$ cat src/rtl/lisa_spi_target_pkg.sv
// Shared opcodes, FSM states and the synchronized-SPI bundle for lisa_spi_target.
package lisa_spi_target_pkg;

  localparam logic [7:0] OP_READ   = 8'h03;
  localparam logic [7:0] OP_WRITE  = 8'h02;
  localparam logic [7:0] OP_QREAD  = 8'hEB;
  localparam logic [7:0] OP_QWRITE = 8'h38;
  localparam logic [7:0] OP_WREN   = 8'h06;

  typedef enum logic [2:0] {
    ST_IDLE, ST_CMD, ST_ADDR, ST_DUMMY, ST_RDATA, ST_WDATA, ST_IGNORE
  } state_t;

  typedef struct packed {
    logic       sclk_rise;
    logic       sclk_fall;
    logic       ce_fall;
    logic       ce_rise;
    logic [3:0] sio;
  } spi_sync_t;

endpackage

$ cat src/rtl/lisa_spi_sync.sv
// 2-flop synchronizers for sclk/ce_n/sio plus edge detect on the synchronized copies.
module lisa_spi_sync
  import lisa_spi_target_pkg::*;
(
  input  logic       clk,
  input  logic       rst,
  input  logic       sclk,
  input  logic       ce_n,
  input  logic [3:0] sio_i,
  output spi_sync_t  sync
);

  // [1] is the synchronized value, [2] its previous-clk copy for edge detect
  logic [2:0]      sclk_q;
  logic [2:0]      ce_q;
  logic [1:0][3:0] sio_q;

  always_ff @(posedge clk) begin
    if (rst) begin
      sclk_q <= '0;
      ce_q   <= '1;
      sio_q  <= '0;
    end else begin
      sclk_q <= {sclk_q[1:0], sclk};
      ce_q   <= {ce_q[1:0], ce_n};
      sio_q  <= {sio_q[0], sio_i};
    end
  end

  always_comb begin
    sync.sclk_rise = sclk_q[1] & ~sclk_q[2];
    sync.sclk_fall = ~sclk_q[1] & sclk_q[2];
    sync.ce_fall   = ~ce_q[1] & ce_q[2];
    sync.ce_rise   = ce_q[1] & ~ce_q[2];
    sync.sio       = sio_q[1];
  end

endmodule

$ cat src/rtl/lisa_spi_target.sv
// SPI mode-0 memory target (single, optional quad) bridging to a byte-wide memory port.
// Quad opcodes 0xEB/0x38 exist only when LISA_SPI_TARGET_QUAD_EN is defined.
module lisa_spi_target
  import lisa_spi_target_pkg::*;
#(
  parameter int ADDR_BITS    = 24,
  parameter int DUMMY_CYCLES = 4
) (
  input  logic        clk,
  input  logic        rst,
  input  logic        sclk,
  input  logic        ce_n,
  input  logic [3:0]  sio_i,
  output logic [3:0]  sio_o,
  output logic [3:0]  sio_oe,
  output logic        mem_valid,
  output logic        mem_we,
  output logic [23:0] mem_addr,
  output logic [7:0]  mem_wdata,
  input  logic [7:0]  mem_rdata,
  input  logic        mem_ready,
  output logic        busy,
  output logic        wel,
  output logic        underrun
);

  localparam logic [23:0] AMASK       = (ADDR_BITS == 16) ? 24'h00_FFFF : 24'hFF_FFFF;
  localparam logic [4:0]  ADDR_LAST_S = 5'(ADDR_BITS - 1);
  localparam logic [4:0]  ADDR_LAST_Q = 5'(ADDR_BITS / 4 - 1);
  localparam logic [4:0]  DUMMY_LAST  = 5'(DUMMY_CYCLES - 1);

  spi_sync_t   sy;
  state_t      state, state_nx;
  logic [4:0]  cnt;
  logic [23:0] shreg, shin;
  logic        quad, rd, wr, wrote, rd_hold;
  logic [7:0]  rd_buf, tx_sh, tx_byte;
  logic [2:0]  tx_cnt;
  logic        cmd_done, addr_done, dummy_done, wbyte_done;
  logic        is_rd_op, is_wr_op, is_q_op;

  lisa_spi_sync u_sync (.clk(clk), .rst(rst), .sclk(sclk), .ce_n(ce_n), .sio_i(sio_i), .sync(sy));

  always_comb begin
    // command phase is always single-bit; quad is the mode latched by the previous decode
    shin       = (quad && state != ST_CMD) ? {shreg[19:0], sy.sio} : {shreg[22:0], sy.sio[0]};
    cmd_done   = state == ST_CMD   && sy.sclk_rise && cnt == 5'd7;
    addr_done  = state == ST_ADDR  && sy.sclk_rise && cnt == (quad ? ADDR_LAST_Q : ADDR_LAST_S);
    dummy_done = state == ST_DUMMY && sy.sclk_rise && cnt == DUMMY_LAST;
    wbyte_done = state == ST_WDATA && sy.sclk_rise && cnt == (quad ? 5'd1 : 5'd7);
    is_q_op    = 1'b0;
`ifdef LISA_SPI_TARGET_QUAD_EN
    is_q_op    = shin[7:0] == OP_QREAD || shin[7:0] == OP_QWRITE;
`endif
    is_rd_op   = shin[7:0] == OP_READ  || (is_q_op && shin[7:0] == OP_QREAD);
    is_wr_op   = shin[7:0] == OP_WRITE || (is_q_op && shin[7:0] == OP_QWRITE);
    tx_byte    = rd_hold ? rd_buf : 8'hFF;
  end

  always_ff @(posedge clk) begin
    if (rst) state <= ST_IDLE;
    else     state <= state_nx;
  end

  always_comb begin
    state_nx = state;
    if (sy.ce_rise) state_nx = ST_IDLE;
    else begin
      case (state)
        ST_IDLE:  if (sy.ce_fall) state_nx = ST_CMD;
        ST_CMD:   if (cmd_done)   state_nx = (is_rd_op || is_wr_op) ? ST_ADDR : ST_IGNORE;
        ST_ADDR:  if (addr_done)  state_nx = !rd ? ST_WDATA : (quad ? ST_DUMMY : ST_RDATA);
        ST_DUMMY: if (dummy_done) state_nx = ST_RDATA;
        default:  ;
      endcase
    end
  end

  always_ff @(posedge clk) begin
    if (rst) begin
      cnt <= '0; shreg <= '0; quad <= 1'b0; rd <= 1'b0; wr <= 1'b0; wrote <= 1'b0;
      rd_hold <= 1'b0; rd_buf <= '0; tx_sh <= '0; tx_cnt <= '0;
      sio_o <= '0; sio_oe <= '0; mem_valid <= 1'b0; mem_we <= 1'b0;
      mem_addr <= '0; mem_wdata <= '0; busy <= 1'b0; wel <= 1'b0; underrun <= 1'b0;
    end else begin
      underrun <= 1'b0;
      if (mem_valid && mem_ready) begin
        mem_valid <= 1'b0;
        mem_addr  <= (mem_addr + 24'd1) & AMASK;
        if (!mem_we) begin
          rd_buf  <= mem_rdata;
          rd_hold <= 1'b1;
        end
      end
      if (state_nx != state) cnt <= '0;
      else if (sy.sclk_rise && state inside {ST_CMD, ST_ADDR, ST_DUMMY, ST_WDATA})
        cnt <= wbyte_done ? 5'd0 : cnt + 5'd1;
      if (sy.sclk_rise && state inside {ST_CMD, ST_ADDR, ST_WDATA}) shreg <= shin;

      if (state == ST_IDLE && sy.ce_fall) begin
        busy <= 1'b1; wrote <= 1'b0; rd <= 1'b0; wr <= 1'b0;
      end
      if (sy.ce_rise) begin
        busy <= 1'b0;
        if (wr && wrote) wel <= 1'b0;
      end
      if (cmd_done) begin
        rd   <= is_rd_op;
        wr   <= is_wr_op;
        quad <= is_q_op;
        if (shin[7:0] == OP_WREN) wel <= 1'b1;
      end
      if (addr_done) begin
        mem_addr <= shin & AMASK;
        if (rd && !quad) begin mem_valid <= 1'b1; mem_we <= 1'b0; rd_hold <= 1'b0; end
      end
      if (dummy_done) begin mem_valid <= 1'b1; mem_we <= 1'b0; rd_hold <= 1'b0; end
      // one write in flight; a byte finishing behind it is lost
      if (wbyte_done) begin
        if (mem_valid) underrun <= 1'b1;
        else begin
          mem_valid <= 1'b1; mem_we <= 1'b1; mem_wdata <= shin[7:0]; wrote <= 1'b1;
        end
      end

      if (state_nx != ST_RDATA) begin
        sio_o <= '0; sio_oe <= '0; tx_cnt <= '0;
      end else if (state == ST_RDATA && sy.sclk_fall) begin
        sio_oe <= quad ? 4'hF : 4'h2;
        tx_cnt <= (tx_cnt == (quad ? 3'd1 : 3'd7)) ? 3'd0 : tx_cnt + 3'd1;
        if (tx_cnt == 3'd0) begin
          // byte boundary: consume prefetched byte and launch the next prefetch
          sio_o <= quad ? tx_byte[7:4] : {2'b00, tx_byte[7], 1'b0};
          tx_sh <= quad ? {tx_byte[3:0], 4'h0} : {tx_byte[6:0], 1'b0};
          if (rd_hold) rd_hold <= 1'b0;
          else         underrun <= 1'b1;
          if (!mem_valid) begin mem_valid <= 1'b1; mem_we <= 1'b0; end
        end else begin
          sio_o <= quad ? tx_sh[7:4] : {2'b00, tx_sh[7], 1'b0};
          tx_sh <= quad ? {tx_sh[3:0], 4'h0} : {tx_sh[6:0], 1'b0};
        end
      end
    end
  end

endmodule
$ cat config.mk
export PLATFORM = sky130hd
export DESIGN_NAME = lisa_spi_target
export DESIGN_NICKNAME = d
export VERILOG_FILES = /design/src/rtl/lisa_spi_target_pkg.sv /design/src/rtl/lisa_spi_sync.sv /design/src/rtl/lisa_spi_target.sv
export SDC_FILE = /design/constraint.sdc
export NUM_CORES = 1
export LEC_CHECK = 0
export BUFFER_PORTS_ARGS = -buffer_cell sky130_fd_sc_hd__buf_4
export CAP_MARGIN = 20
export CORE_MARGIN = 2
export CORE_UTILIZATION = 52
export CTS_CLUSTER_DIAMETER = 200
export DETAILED_ROUTE_END_ITERATION = 8
export GPL_ROUTABILITY_DRIVEN = 0
export PLACE_DENSITY_LB_ADDON = 0.05
export SLEW_MARGIN = 20
export SYNTH_ARGS = -nofsm -noshare
export SYNTH_HDL_FRONTEND = slang
export SYNTH_SLANG_ARGS = --single-unit
$ cat constraint.sdc
create_clock -name clk -period 1.8 [get_ports clk]
set_clock_uncertainty 0.05 [all_clocks]
set_input_delay 0.45 -clock clk [delete_from_list [all_inputs] [get_ports clk]]
set_output_delay 0.45 -clock clk [all_outputs]
set_load 0.01 [all_outputs]
== Word level (Yosys, flattened, before mapping) ==
Cells that the tools add are included.
Storage, ports and cells
  bits in registers: 104
  input bits: 17
Cells by class
  add/sub/neg operators: 3
  equal/unequal tests: 14
  multiplexer cells: 59
  bitwise logic cells: 11
  reduce and logical (&&, ||, !) cells: 27
Operator list (count)
  24-bit 2-to-1 mux: 2
  1-bit 2-to-1 mux: 45
  24-bit by 1-bit adder with 24-bit output, second input constant: 1
  3-bit 2-to-1 mux: 7
  8-bit by 2-bit equality test with 1-bit output, second input constant: 2
  8-bit 2-to-1 mux: 2
  1-bit logical AND: 14
  3-bit one-hot mux with 4 select lines: 1
  3-bit equality test, second input constant: 3
  8-bit by 3-bit equality test with 1-bit output, second input constant: 1
  1-bit NOT: 7
  3-bit by 2-bit equality test with 1-bit output, second input constant: 2
  3-bit logical NOT: 2
  2-bit AND reduction: 3
  2-bit OR reduction: 3
  5-bit by 1-bit adder with 5-bit output, second input constant: 1
  5-bit by 2-bit equality test with 1-bit output, second input constant: 1
  5-bit by 3-bit equality test with 1-bit output, second input constant: 1
  5-bit equality test, second input constant: 1
  5-bit 2-to-1 mux: 1
  1-bit bitwise AND: 4
  2-bit nonzero test: 2
  4-bit nonzero test: 1
  3-bit by 1-bit adder with 3-bit output, second input constant: 1
  6 further kinds: 6

== Longest topological paths before layout ==
Gate-level depths: netlist of run 1.
  depth in word-level cells: 12
  mapped depth: 8
  gate-level depth less buffers: 7

== Modules after synthesis ==
A second synthesis of run 1 with hierarchy kept.
Second synthesis, totals
  cells, all modules: 533
  area total of the unflattened synthesis: 4774.6 µm²
Modules (own cells, without submodules)
  lisa_spi_target: instances 1, cells each 496, area each 4336.7 µm²
  lisa_spi_sync: instances 1, cells each 37, area each 437.9 µm²

== Worst setup path before layout of run 1 ==
No wires, ideal clock.
  kind: register to register
  start point: register mem_addr[0]
  end point: register mem_addr[14]
  arrival time: 1695 ps
  data required time: 1659 ps
  slack: -36 ps
  cell stages (with the launch flop): 7
  path through: dfxtp_1 ha_1 nand3_1 or3_1 buf_2 or3_1 a311oi_1
On the way
  cells in the longest elaborated chain, start to end: 3
Ends and longest elaborated chain
  from (decl): RTL line lisa_spi_target.sv:18  | output logic [23:0] mem_addr,
  from (signal assigned): RTL line lisa_spi_target.sv:89  | mem_addr <= (mem_addr + 24'd1) & AMASK;
  from (signal assigned): RTL line lisa_spi_target.sv:114  | mem_addr <= shin & AMASK;
  24-bit by 1-bit adder with 24-bit output: RTL line lisa_spi_target.sv:89
  24-bit 2-to-1 mux: RTL line lisa_spi_target.sv:87  | if (mem_valid && mem_ready) begin
  24-bit 2-to-1 mux: RTL line lisa_spi_target.sv:113  | if (addr_done) begin
No other way between the ends. The select of a mux whose other input is x is not followed.
A chain may end at the register's enable or synchronous reset.

== Final worst setup path of run 1 ==
  start point: register cnt[0]
  end point: register sio_o[1]
On the way
  cells in the longest elaborated chain, start to end: 7
  elaborated cells between the ends (all ways): 13
  classes of those cells: 4 x eq/ne; 5 x mux; 4 x reduce/logical
Ends and longest elaborated chain
  from (decl): RTL line lisa_spi_target.sv:34  | logic [4:0] cnt;
  from (signal assigned): RTL line lisa_spi_target.sv:97  | cnt <= wbyte_done ? 5'd0 : cnt + 5'd1;
  5-bit by 2-bit equality test with 1-bit output (tied with other cells): RTL line lisa_spi_target.sv:49  | dummy_done = state == ST_DUMMY && sy.sclk_rise && cnt == DUMMY_LAST;
  1-bit logical AND, on equally long branches: RTL line lisa_spi_target.sv:49, lisa_spi_target.sv:47, lisa_spi_target.sv:48
  3-bit 2-to-1 mux, on equally long branches: RTL line lisa_spi_target.sv:73, lisa_spi_target.sv:71, lisa_spi_target.sv:72
  3-bit one-hot mux with 4 select lines *: RTL line lisa_spi_target.sv:69  | case (state)
  3-bit 2-to-1 mux *: RTL line lisa_spi_target.sv:67  | if (sy.ce_rise) state_nx = ST_IDLE;
  3-bit inequality test *: RTL line lisa_spi_target.sv:126  | if (state_nx != ST_RDATA) begin
  2-bit OR reduction (no line) *
  to (signal assigned): RTL line lisa_spi_target.sv:133  | sio_o <= quad ? tx_byte[7:4] : {2'b00, tx_byte[7], 1'b0};
  to (signal assigned): RTL line lisa_spi_target.sv:139  | sio_o <= quad ? tx_sh[7:4] : {2'b00, tx_sh[7], 1'b0};
  to (decl): RTL line lisa_spi_target.sv:14  | output logic [3:0] sio_o,
Mark *: on every way between the ends. The rest lies on a longest branch, timed or not.

==> results of run 1 <==
==> layout by cell type, fill, tap and decap left out, types with 4 or more instances in the layout <==
cell type  netlist  layout
a211oi_1        20      16
a211oi_2         2       6
a21oi_1         61      61
buf_12           0       5
buf_4            6      99
buf_6            1       4
clkbuf_8         7      10
conb_1           1       6
dfxtp_1        100      88
dfxtp_2          0      10
ha_1             5       4
inv_1           14      14
nand2_1        105     105
nand3_1         17      16
nand3b_1         8       8
nand4_1          6       6
nor2_1          50      39
nor2_2           0       9
nor2b_1         11      11
nor3_1          14      11
nor3_2           3       6
o211ai_1         7       7
o21ai_0          5       4
or2_2            7       6
xnor2_1         20      20
xor2_1           7       7
==> registers in the layout (all words and copies together), names as in the netlist, 3 cells and up <==
signal         cells
mem_addr          24
tx_sh              7
mem_wdata          8
shreg             23
state              3
u_sync.ce_q        3
tx_cnt             3
u_sync.sclk_q      3
rd_buf             8
cnt                5
==> metal layers <==
metal / vias up / part of all wire [%]
met5: - / 0
met4: 0 / 1.9
met3: 21 / 3.1
met2: 69 / 51
met1: 1913 / 44
li1: 2038 / -
==> kinds of logic (layout without fill, tap and decap cells) <==
| logic type | after synthesis | count (layout) | synth area share [%] |
|---|---|---|---|
| AOI/OAI and AO/OA | 112 | 112 | 15.34 |
| xor gates and xnor gates | 27 | 27 | 5.188 |
| adders and majority gates | 5 | 5 | 1.372 |
| buffers and inverters | 54 | 140 | 6.698 |
| DFF | 100 | 100 | 43.92 |
| muxes | 1 | 1 | 0.2196 |
| other | 1 | 6 | 0.08227 |
| and+or+nand+nor | 248 | 248 | 27.18 |
==> repair_timing <==
item                                    in CTS  in global routing
pin swaps                                    4                 13
gates cloned                                 1                  1
setup buffers                                2                  5
gates resized for setup                     16                 36
endpoints found under the setup margin      26                 66
==> power by group through the flow <==
stage          sequential, uW  combinational (uW)  clock (uW)
2_1_floorplan            2280                82.5           0
6_report                 2230                 128        1470
3_5_place_dp             2280                 121           0
3_3_place_gp             2280                 119           0
4_1_cts                  2230                 126        1510
5_1_grt                  2230                 139        1600
==> worst reg2reg max path: cells and delay by family, from the launching register on <==
family,cells,cell delay [ps]
flops,1,350
compound gates,3,700
simple gates,2,280
buf+inv,1,160
fa+ha+maj,1,160
==> worst max path at each step <==
stage | start | cells after the start | slack [ps] | end
2_1_floorplan | mem_valid | 6 | 10 | mem_addr[14]
3_3_place_gp | mem_ready | 7 | -70 | mem_addr[23]
3_5_place_dp | cnt[0] | 8 | -100 | tx_cnt[1]
4_1_cts | cnt[1] | 7 | -5 | tx_cnt[1]
5_1_grt | cnt[0] | 7 | -60 | sio_o[1]
6_report | cnt[0] | 7 | -10 | sio_o[1]
==> metrics by stage <==
step,total power (uW),std cells,util [%]
6_report,3825,747,67.20
5_1_grt,3962,747,67.20
4_1_cts,3869,741,65.07
3_5_place_dp,2400,722,61.47
3_3_place_gp,2399,722,61.47
2_1_floorplan,2360,553,-
==> final cells by class <==
| class | instances | area share, % |
|---|---|---|
| tap | 108 | 2.340 |
| timing repair buffer | 110 | 16.29 |
| clock inverter | 5 | 1.040 |
| inverter | 14 | 0.9101 |
| sequential | 100 | 35.02 |
| multi-input combinational | 399 | 41.95 |
| clock buffer | 11 | 2.449 |
==> summary.md, run 1 <==
| Metric | Value |
|---|---|
| Status | `finished with violations` |
| Failing checks | `setup timing` |
| Vias in the first global route | `slightly below 4k` |
| Worst reg2reg path depth | `7` |
| Worst Path Buf+Inv | `1` |
| Top cell family by delay on the critical path | `compound AO/OA/AOI/OAI gates` |
| Sequential share of power | `between 50% and 60%` |
| Clock latency on the worst-skew pair | `~360 ps` |
| CTS clock-pin slew for the worst setup and hold paths | `around 90 ps` |
| Maximum clock path buffer count | `2` |
| GR Util met3 | `under 10%` |
| Die span in x | `slightly below 100 um` |
| M1 GR Usage | `between 20% and 30%` |
| Multi-input gate area | `2422 um^2` |
| Most Used Layer, Global Route | `met2` |
| Post-synth EDFFs | `0` |
| Slowest-stage cell, CP | `dfxtp_2` |
| Sw frac | `22.62%` |
| Critical Path Start Type | `register` |
| Leak Pwr | `around 0.0022 uW` |
| CTS Buf Count | `9` |
| Pre-CTS setup slack | `-97.09 ps` |
| PortBufs | `between 50 and 60` |
| Final WL | `10.68 mm` |
| Post-synth top area cell | `dfxtp_1` |
| Initial antenna violation count | `0` |
| Fin area | `between 5000 and 6000 um^2` |
| PD cells | `~660 nW/um^2` |
| Core box area | `8593 um^2` |
| Max Freq | `between 500 and 600 MHz` |
| CTS root buf | `clkbuf_8` |
| H-tree Lvls | `3` |
| Crit-path cells | `ha_4 > and4bb_2 > a32o_2 > a311o_1 > o2111ai_2 > buf_6 > nor2_1` |
| Gate power share | `under 10%` |
| Ys flop type | `dfxtp_1` |
| Post-Synthesis Cells | `548` |
| Crit-path max FO | `5` |
| Post-DP Area | `5283 um^2` |
| Fin crit share | `100.8%` |
| Via count | `around 4.0k` |
| Synth warn | `0` |
| Setup TNS | `-43.87 ps` |
| CTS tree | `built` |
| Remaining DRCs | `0` |
| Layout area overhead | `26.68%` |
| Minimum period implied by the final worst setup slack | `~1800 ps` |
| Number of iterations in the first detailed-routing pass | `4` |
| CTS sink count | `100` |
| RSZ-0062 raised after global routing | `yes` |
| Worst setup margin | `-13.72 ps` |
| Post-synth top area share | `a little over two fifths` |
| Grt total ovfl | `0` |
| Layout cells sized above 1 | `between 20 and 30%` |
| Flops & latches, synth | `100` |
| Maxcap violations | `0` |
| Final Setup Violations | `5` |
| Share of synthesized flip-flops with an asynchronous set or reset | `0%` |
| Antenna Nets Post-Route | `0` |
| Synth top area cells | `dfxtp_1, nand2_1, a21oi_1, nor2_1, xnor2_1` |
| Hold Fails Final Rpt | `0` |
| Die Ht | `about 98 um` |
| Hold Crit Endpoint | `u_sync.ce_q[0]` |
| Max stage delay on crit path | `between 300 and 400 ps` |
| Dpl hpwl | `around 7.0 mm` |
| Endpoint class of the critical path | `register` |
| Cts hold-fix bufs | `0` |
| FF/Latch Area | `~2000 um^2` |
| I/O pin cnt | `62` |
| Reg-to-reg slack, setup | `-10 ps` |
| Vias per std cell | `5.410` |
| Avg Cell Area, Syn | `8.318 um^2` |
| GR Util met2 | `between 30% and 40%` |
| Fillers | `742` |
| First-pass GRT wire length | `17.91 mm` |
| Sequential fraction of the synthesis area | `between 40% and 50%` |
| Drt wl/cell | `between 10 and 15 um` |
| Initial cell density of the core | `a little over half` |
| Largest net degree at the start of global routing | `86` |
| CP required | `~2000 ps` |
| Min-delay src | `ce_n` |
| WHS | `~220 ps` |
| Peak VDD IR | `roughly 0.38 mV` |
| Arrival @ worst endpoint | `between 2000 and 2500 ps` |
| Hold path depth | `2` |
| Synth top cells by count | `nand2_1, dfxtp_1, a21oi_1, nor2_1, clkbuf_1` |
| Synthesized cell area | `~4600 um^2` |
| Max-slew violation count | `0` |
| Ant diodes | `0` |
| Terminus of the critical flop-to-flop path | `sio_o[1]` |
| Critical R2R Launch | `cnt[0]` |
| GRT Util Overall | `around 23%` |
| Die area | `between 9000 and 10000 um^2` |
| Switching pwr | `865.3 uW` |
| CP Class | `reg2reg` |
| Worst hold path class | `in2reg` |
| Distinct cells, synth | `54` |
| DRT iter0 DRCs | `roughly 140` |
| Internal Power | `2960 uW` |
| Fin nets | `around 660` |
| Row count | `34` |
| Top-count cell post-synth | `nand2_1` |
| Clk pwr share | `38.5%` |
(Power assumes the default switching activity.)
==> inputs of run 2 (changes only) <==
--- a/config.mk
+++ b/config.mk
@@ -12,6 +12,7 @@
 export CTS_CLUSTER_DIAMETER = 200
 export DETAILED_ROUTE_END_ITERATION = 8
 export GPL_ROUTABILITY_DRIVEN = 0
+export MAX_ROUTING_LAYER = met4
 export PLACE_DENSITY_LB_ADDON = 0.05
 export SLEW_MARGIN = 20
 export SYNTH_ARGS = -nofsm -noshare
==> run 2 against run 1 <==
  * The flow still finishes with violations (setup timing)
  * Non-clock buffer count is the same
  * Critical path depth is the same
  * Clock-buffer cell count is the same
  * Sequential cell count is the same
  * Maximum frequency grew 0.24%
  * Die area is the same
  * Utilization is essentially flat
==> summary.md, run 2 (same netlist as run 1, synthesis figures left out) <==
| Metric | Value |
|---|---|
| Switching pwr | `about 870 uW` |
| CP Class | `reg2reg` |
| Vias in the first global route | `just under 4k` |
| Die span in x | `slightly below 100 um` |
| Crit-path max FO | `5` |
| Fillers | `744` |
| GRT Util Overall | `approximately a quarter` |
| Antenna Nets Post-Route | `0` |
| Critical Path Start Type | `register` |
| Cts hold-fix bufs | `0` |
| Max-slew violation count | `0` |
| PD cells | `663.3 nW/um^2` |
| Drt wl/cell | `between 10 and 15 um` |
| Layout cells sized above 1 | `between 20% and 30%` |
| Max reg flops | `24` |
| Fin nets | `about 660` |
| PortBufs | `52` |
| Maxcap violations | `0` |
| Dpl hpwl | `6.971 mm` |
| Cell count after placement | `around 720` |
| Grt total ovfl | `0` |
| Remaining DRCs | `0` |
| Sw frac | `~23%` |
| Initial cell density of the core | `53.04%` |
| Fin crit share | `100.5%` |
| Arrival @ worst endpoint | `around 2000 ps` |
| Minimum period implied by the final worst setup slack | `roughly 1800 ps` |
| Worst hold path class | `in2reg` |
| Internal Power | `roughly 3000 uW` |
| Row count | `34` |
| Biggest register | `mem_addr` |
| I/O pin cnt | `62` |
| Commonest non-fill, non-tap cell in the layout | `nand2_1` |
| Core box area | `between 8000 and 9000 um^2` |
| Final WL | `around 11 mm` |
| Ant diodes | `0` |
| Leak Pwr | `~0.0022 uW` |
| Worst setup margin | `-9.465 ps` |
| CTS clock-pin slew for the worst setup and hold paths | `90 ps` |
| Die area | `roughly 9500 um^2` |
| Status | `finished with violations` |
| CTS root buf | `clkbuf_8` |
| Gate power share | `~3.3%` |
| RSZ-0062 raised after global routing | `yes` |
| H-tree Lvls | `3` |
| First-pass GRT wire length | `17.94 mm` |
| Via count | `4063` |
| Endpoint class of the critical path | `register` |
| Initial antenna violation count | `0` |
| Peak VDD IR | `between 0.3 and 0.4 mV` |
| Failing checks | `setup timing` |
| Final Setup Violations | `5` |
| Post-layout util | `around 67%` |
| CTS Buf Count | `9` |
| CP required | `around 2000 ps` |
| Most frequent cells in the layout | `nand2_1, buf_4, dfxtp_1` |
| CTS sink count | `100` |
| DRT iter0 DRCs | `roughly 170` |
| Biggest regs | `mem_addr: 24 flops, shreg: 23 flops` |
| Vias per std cell | `about 5.4` |
| Clk pwr share | `between 30 and 40%` |
| Hold Fails Final Rpt | `0` |
| Setup TNS | `-20.09 ps` |
| Largest net degree at the start of global routing | `between 80 and 90` |
| Number of iterations in the first detailed-routing pass | `4` |
| Pre-CTS setup slack | `-97.09 ps` |
| Layout area overhead | `26.74%` |
| CTS tree | `built` |
| Sequential share of power | `58.1%` |
| Fin cells | `roughly 750` |
| Die Ht | `97.63 um` |
| Clock latency on the worst-skew pair | `360 ps` |
| Max Freq | `~550 MHz` |
| Maximum clock path buffer count | `2` |
==> run 2: critical path, stage by stage (launching register included) <==
cell and delay, ps:
dfxtp_2 350, ha_4 160, and4bb_2 240, a32o_2 240, a311o_1 350, o2111ai_2 100, buf_6 160, nor2_1 40
==> run 2: power by group through the flow <==
stage               registers [uW]  clock network [uW]  logic [uW]
CTS                           2230                1510         126
global placement              2280                   0         119
global route                  2230                1600         139
detailed placement            2280                   0         121
floorplan                     2280                   0        82.5
finish                        2230                1480         127
==> run 2: metal layers <==
metal / up-vias / GRT usage, % / share of wire (%)
li1: 2039 / - / -
met1: 1922 / 27.96 / 43
met2: 82 / 39.95 / 52
met3: 20 / 3.957 / 3.5
met4: 0 / 8.974 / 1.8
met5: - / - / 0
==> run 2: final cells by class <==
class	count	area [um^2]	share of cell area, %
tap	108	135.1	2.339
timing repair buffer	110	940.9	16.29
clock buffer	11	141.4	2.447
multi-input combinational	399	2425	41.98
sequential	100	2022	35.00
clock inverter	5	60.06	1.040
inverter	14	52.55	0.9097
==> run 2: what timing repair did <==
action / 4_1_cts / 5_1_grt
cloned: 1 / 1
buffers inserted: 2 / 5
resized for setup: 16 / 36
endpoints found under the setup margin: 26 / 66
pin swaps: 4 / 13
==> run 2: path summary, 6_finish.rpt <==
kind                                startpoint        endpoint  slack, ps  cells past startpoint
worst min register to register  u_sync.ce_q[0]  u_sync.ce_q[1]        370                      1
worst min-delay path                      ce_n  u_sync.ce_q[0]        220                      2
worst max register to register          cnt[0]        sio_o[1]         -9                      7
worst max-delay path                    cnt[0]        sio_o[1]         -9                      7
==> run 2: stage by stage <==
step	hold WS [ps]	instance area, um^2	power [uW]
floorplan	339.5	4579	2360
global placement	351.5	5283	2399
detailed placement	353.5	5283	2400
CTS	206.0	5592	3869
global route	204.4	5777	3968
finish	219.8	5777	3832
